## config.mk

```make
export PLATFORM = sky130hd
export DESIGN_NAME = sec_b2a_serial
export DESIGN_NICKNAME = d
export VERILOG_FILES = /design/src/rtl/sec_b2a_pkg.sv /design/src/rtl/sec_b2a_serial_and.sv /design/src/rtl/sec_b2a_serial.sv
export SDC_FILE = /design/constraint.sdc
export NUM_CORES = 2
export LEC_CHECK = 0
export ABC_AREA = 1
export CORE_AREA = 2 2 404 406
export CTS_CLUSTER_DIAMETER = 30
export CTS_CLUSTER_SIZE = 12
export DETAILED_ROUTE_END_ITERATION = 10
export DIE_AREA = 0 0 406 408
export PLACE_DENSITY = 0.49
export SLEW_MARGIN = 20
export SYNTH_ARGS = -nofsm -noshare
export SYNTH_HDL_FRONTEND = slang
export SYNTH_SLANG_ARGS = --single-unit
```

## constraint.sdc

```tcl
create_clock -name clk -period 54.4 [get_ports clk]
set_input_delay 10.88 -clock clk [delete_from_list [all_inputs] [get_ports clk]]
set_output_delay 10.88 -clock clk [all_outputs]
set_load 0.02 [all_outputs]
```

## src/rtl/sec_b2a_pkg.sv

```systemverilog
// sec_b2a_pkg: shared state encoding and sizing helpers for the serial Boolean-to-arithmetic converter
package sec_b2a_pkg;
    typedef enum logic [2:0] {IDLE, ADD, REFRESH, FOLD, DONE} state_e;
    function automatic int rand_and_bits(input int n);
        return n * (n - 1);
    endfunction
    function automatic int share_lo(input int i, input int k);
        return i * k;
    endfunction
    function automatic bit shares_ok(input int n);
        return n >= 2;
    endfunction
endpackage

```

## src/rtl/sec_b2a_serial_and.sv

```systemverilog
// sec_and_isw_bit: 1-bit N-share ISW multiplication using N(N-1)/2 fresh random bits
module sec_and_isw_bit #(
    parameter int N = 2
) (
    input  logic [N-1:0]         a,
    input  logic [N-1:0]         b,
    input  logic [N*(N-1)/2-1:0] r,
    output logic [N-1:0]         c
);
    always_comb begin
        int k;
        k = 0;
        c = a & b;
        for (int i = 0; i < N; i++)
            for (int j = i + 1; j < N; j++) begin
                c[i] = c[i] ^ r[k];
                c[j] = c[j] ^ ((r[k] ^ (a[i] & b[j])) ^ (a[j] & b[i]));
                k++;
            end
    end
endmodule

```

## src/rtl/sec_b2a_serial.sv

```systemverilog
// sec_b2a_serial: bit-serial masked ripple adder converting N Boolean shares into N arithmetic shares mod 2^K
module sec_b2a_serial
    import sec_b2a_pkg::*;
#(
    parameter int K_WIDTH   = 32,
    parameter int N_SHARES  = 8,
    parameter int MASKWIDTH = K_WIDTH * N_SHARES,
    parameter int RAND_AND  = rand_and_bits(N_SHARES)
) (
    input  logic                            clk,
    input  logic                            rst,
    input  logic                            i_dvld,
    output logic                            o_drdy,
    input  logic [MASKWIDTH-1:0]            i_b,
    input  logic [(N_SHARES-1)*K_WIDTH-1:0] i_rnd_a,
    input  logic                            i_rvld,
    input  logic [RAND_AND-1:0]             i_rnd_and,
    input  logic [(N_SHARES-1)*K_WIDTH-1:0] i_rnd_ref,
    output logic [MASKWIDTH-1:0]            o_a,
    output logic                            o_dvld,
    input  logic                            i_drdy
);
    localparam int CW = $clog2(N_SHARES);
    localparam int BW = K_WIDTH > 1 ? $clog2(K_WIDTH) : 1;
    localparam int H  = N_SHARES * (N_SHARES - 1) / 2;

    if (!shares_ok(N_SHARES)) begin : g_bad_shares
        $error("sec_b2a_serial: N_SHARES must be >= 2");
    end

    state_e                            state_q, state_d;
    logic [MASKWIDTH-1:0]              s_q, s_d;
    logic [(N_SHARES-1)*K_WIDTH-1:0]   a_r_q, a_r_d;
    logic [K_WIDTH-1:0]                a_last_q, a_last_d, neg_aj, rsum, fold;
    logic [N_SHARES-1:0]               carry_q, carry_d, xb, yb, and_xy, and_cp;
    logic [CW-1:0]                     add_cnt_q, add_cnt_d;
    logic [BW-1:0]                     bit_cnt_q, bit_cnt_d;
    logic                              last_bit;

    assign last_bit = bit_cnt_q == BW'(K_WIDTH - 1);
    assign o_drdy   = state_q == IDLE;
    assign o_dvld   = state_q == DONE;
    assign o_a      = {a_last_q, a_r_q};

    // Operand Y of iteration j is (-A_j, 0, ..., 0); S shifts right so its LSB is always bit t
    always_comb begin
        neg_aj = ~a_r_q[add_cnt_q*K_WIDTH +: K_WIDTH] + 1'b1;
        yb     = '0;
        yb[0]  = neg_aj[bit_cnt_q];
        for (int i = 0; i < N_SHARES; i++)
            xb[i] = s_q[share_lo(i, K_WIDTH)];
    end

    sec_and_isw_bit #(.N(N_SHARES)) u_and_xy (
        .a(xb), .b(yb), .r(i_rnd_and[H-1:0]), .c(and_xy)
    );
    sec_and_isw_bit #(.N(N_SHARES)) u_and_cp (
        .a(carry_q), .b(xb ^ yb), .r(i_rnd_and[2*H-1:H]), .c(and_cp)
    );

    always_comb begin
        state_d   = state_q;
        s_d       = s_q;
        a_r_d     = a_r_q;
        a_last_d  = a_last_q;
        carry_d   = carry_q;
        add_cnt_d = add_cnt_q;
        bit_cnt_d = bit_cnt_q;
        rsum      = '0;
        fold      = '0;
        for (int i = 0; i < N_SHARES - 1; i++)
            rsum = rsum ^ i_rnd_ref[share_lo(i, K_WIDTH) +: K_WIDTH];
        for (int i = 0; i < N_SHARES; i++)
            fold = fold ^ s_q[share_lo(i, K_WIDTH) +: K_WIDTH];
        case (state_q)
            IDLE: if (i_dvld) begin
                state_d   = ADD;
                s_d       = i_b;
                a_r_d     = i_rnd_a;
                carry_d   = '0;
                add_cnt_d = '0;
                bit_cnt_d = '0;
            end
            ADD: if (i_rvld) begin
                for (int i = 0; i < N_SHARES; i++)
                    s_d[share_lo(i, K_WIDTH) +: K_WIDTH] = (s_q[share_lo(i, K_WIDTH) +: K_WIDTH] >> 1)
                        | (K_WIDTH'(xb[i] ^ yb[i] ^ carry_q[i]) << (K_WIDTH - 1));
                // Carry out of the MSB is dropped, which makes the sum mod 2^K
                carry_d   = last_bit ? '0 : and_xy ^ and_cp;
                bit_cnt_d = last_bit ? '0 : bit_cnt_q + 1'b1;
                add_cnt_d = last_bit ? add_cnt_q + 1'b1 : add_cnt_q;
                state_d   = last_bit && add_cnt_q == CW'(N_SHARES - 2) ? REFRESH : ADD;
            end
            REFRESH: if (i_rvld) begin
                s_d     = s_q ^ {rsum, i_rnd_ref};
                state_d = FOLD;
            end
            FOLD: begin
                a_last_d = fold;
                state_d  = DONE;
            end
            DONE: state_d = i_drdy ? IDLE : DONE;
            default: state_d = IDLE;
        endcase
    end

    always_ff @(posedge clk or posedge rst) begin
        if (rst) begin
            state_q   <= IDLE;
            s_q       <= '0;
            a_r_q     <= '0;
            a_last_q  <= '0;
            carry_q   <= '0;
            add_cnt_q <= '0;
            bit_cnt_q <= '0;
        end else begin
            state_q   <= state_d;
            s_q       <= s_d;
            a_r_q     <= a_r_d;
            a_last_q  <= a_last_d;
            carry_q   <= carry_d;
            add_cnt_q <= add_cnt_d;
            bit_cnt_q <= bit_cnt_d;
        end
    end
endmodule

```

==> summary.txt <==
Clock tree
  • Clock Latency Late Sink: 0.84 ns
  • H-Tree Depth: 4
  • Num CTS Buffers: 182
  • Sink Count: 531
  • Cells resized by post-CTS repair: 0
  • Hold_buf cts: 0
  • CTS root buf: clkbuf_16
  • Clock transition at path regs: 0.04 ns
  • Clock buffer depth: 3
  • CTS tree: yes
  • Post-CTS setup buffers: 0

Route
  • TritonRoute pass-1 iters: 7
  • Routed Antenna Nets: 0
  • Detailed-route via count: 37090
  • DRC violations left: 0
  • Drt initial violations: 2998
  • Detailed-route vias per instance: 4.630
  • Wire per inst: approximately 25 µm
  • Wirelength, routed: around 200 mm

Synthesis
  • Ys async rst share: 100.0%
  • Ys Warns: 0
  • Top_reg_cell synth: dfrtp_1
  • Syn_nets: ~5500
  • EDFF count, synth: 0
  • Top cells by area, synth: dfrtp_1, o21ai_0, xnor2_1
  • Seq/Total Area, Yosys: 38.19%
  • Mapped Avg Cell Area: 7.446 µm²
  • Top-area cell type share of the netlist area: roughly two fifths
  • Yosys top cell by area: dfrtp_1
  • #FFs+latches synth: 531
  • Gate Count Post-Synth: roughly 4700
  • Distinct cells, synth: 37
  • Mapped cell area: 34800 µm²

Cells and area
  • Finished layout cell area: 53220 µm²
  • Commonest non-fill, non-tap cell in the layout: clkdlybuf4s50_1
  • Fin nets: around 6400
  • Most frequent cells in the layout: clkdlybuf4s50_1, nand2_1, o21ai_0
  • Synthesis-to-layout area growth: 52.93%
  • Fin util: 32.92%
  • Share of layout cells above drive strength 1: 6.511%

Global routing
  • Gr usage total: a little under a quarter
  • Antenna violations before repair: 154
  • First-pass GRT wire length: 274.3 mm
  • Overflow after GRT: 0
  • Vias in the first global route: around 36000
  • Largest net degree at the start of global routing: approximately 250

STA
  • Setup TNS: 0 ns
  • Unrepaired setup endpoints after global routing: no
  • Slew Limit Headroom: 22.81%
  • Hold Vio Cnt, Final: 0
  • Fin. max-slew vios: 0
  • Highest Clock Rate: 73.61 MHz
  • Layout Skew: 0.1143 ns
  • Final min period: between 10 and 15 ns
  • Crit share post-route: 24.97%
  • Worst Tran Pin Value: 1.158 ns
  • # setup viols final: 0

Worst setup path
  • Worst stage delay on the critical path: 0.86 ns
  • Crit path required time: 43.52 ns
  • Crit-path leading delay family: buffers and inverters
  • Crit-path cells: nor2_1 -> inv_1 -> nor2_1 -> clkdlybuf4s50_1
  • WP buf/inv: 2
  • Most frequent CP cell: nor2_1
  • Kind of critical path: reg2out
  • Slowest-stage cell, CP: clkdlybuf4s50_1
  • CP endpoint kind: output pin
  • Worst EP arrival: 2.70 ns
  • Crit Path Max Fanout: 4
  • CP startpoint kind: register

Die
  • Die area: 165600 µm²
  • Site Rows: 148
  • Horiz. Die Dim: about 410 µm
  • Die Y: ~400 µm
  • Starting Density: between 20% and 30%
  • I/O pin count: about 1000
  • CORE AREA: approximately 160000 µm²

Worst hold path
  • HP Class: reg2reg

Placed design
  • DPL Wire Length: 154.2 mm
  • Gpl congestion: 0.9414
  • Placed standard-cell area: 46900 µm²
  • I/O Buffers: 1022

Flow run
  • Max-Cap Viols: 0

Power and ir drop
  • P_leak: 0.02186 µW
  • Peak VDD IR: 30.86 µV
  • Power per cell area: 45.31 nW/µm²

Status
  • Status: completed
final timing paths:
path                              start      endpoint  slack (ns)  cells after the start
max                          state_q[0]        o_drdy       40.82                      4
min                        a_last_q[19]  a_last_q[19]        0.48                      2
max reg2reg                add_cnt_q[0]    carry_q[5]       48.04                     30
min reg2reg                a_last_q[19]  a_last_q[19]        0.48                      2
max in group asynchronous           rst      s_q[190]       42.33                      3
min in group asynchronous           rst    a_r_q[154]       10.61                      2
synth_stat cells, types with 2 or more instances:
master    number
nand2_1      822
o21ai_0      812
dfrtp_1      531
inv_1        478
nand3_1      426
xnor2_1      383
nor2_1       239
xor2_1       234
a21oi_1      233
clkbuf_1     231
a22oi_1       73
o22ai_1       35
a221oi_1      32
or2_2         32
buf_2         19
ha_1          14
buf_6         11
nor2_2        11
buf_4         10
nor2_4         7
inv_2          6
a31oi_1        5
clkinv_1       5
buf_1          4
nand2_2        3
nand3b_1       3
nand3_2        2
nor3_1         2
o21ai_1        2
worst min-delay path: cells and delay by family, from the launching register on:
| kind | cells | cell delay (ns) |
|---|---|---|
| simple gates | 1 | 0.05 |
| flops | 1 | 0.33 |
| compound gates | 1 | 0.06 |
routing by layer:
metal	part of all wire [%]	GRT usage [%]	routed length (µm)	vias up
met5	0.32	0	643	-
met4	4.2	11.14	8376	102
met3	8.9	8.507	17730	457
met2	49	39.45	98660	1424
met1	37	25.57	73950	17810
li1	-	-	-	17300
through the flow:
stage / hold WS [ns] / total power (µW) / std cells / setup WS (ns)
after floorplan: 0.4743 / 1058 / 4673 / 28.68
after global placement: 0.4694 / 1385 / 7622 / 40.23
after detailed placement: 0.4763 / 1393 / 7622 / 40.16
after CTS: 0.4859 / 2434 / 7950 / 40.66
after global routing: 0.5101 / 2538 / 7988 / 40.60
final: 0.4795 / 2411 / 8010 / 40.82
power by group:
group          switching, µW  internal [µW]
registers               83.7            468
logic                    495            336
clock network            318            710
total                    896           1510
final cells by class:
| cell class | instances | area, µm² |
|---|---|---|
| multi-input combinational | 3377 | 18530 |
| clock inverter | 52 | 844.6 |
| inverter | 490 | 1868 |
| tap | 2175 | 2721 |
| fill | 17210 | 108400 |
| timing repair buffer | 1049 | 10500 |
| sequential | 531 | 13290 |
| antenna | 60 | 150.1 |
| clock buffer | 276 | 5318 |
sequential cells by signal, summed over array words and instances (netlist names):
signal	count
a_last_q	32
a_r_q	224
add_cnt_q	3
bit_cnt_q	5
carry_q	8
s_q	256
state_q	3
cells by family (layout without fill, tap and decap cells):
logic type / count (synthesis) / in the layout / synth area share (%)
other cells: 0 / 60 / 0
compound gates: 1197 / 1197 / 18.27
flops: 531 / 531 / 38.19
buf+inv: 765 / 1867 / 8.680
fa+ha+maj: 14 / 14 / 0.5034
xor+xnor: 617 / 617 / 15.53
simple gates: 1549 / 1549 / 18.83
No activity file was read; power rests on OpenSTA's default activity.
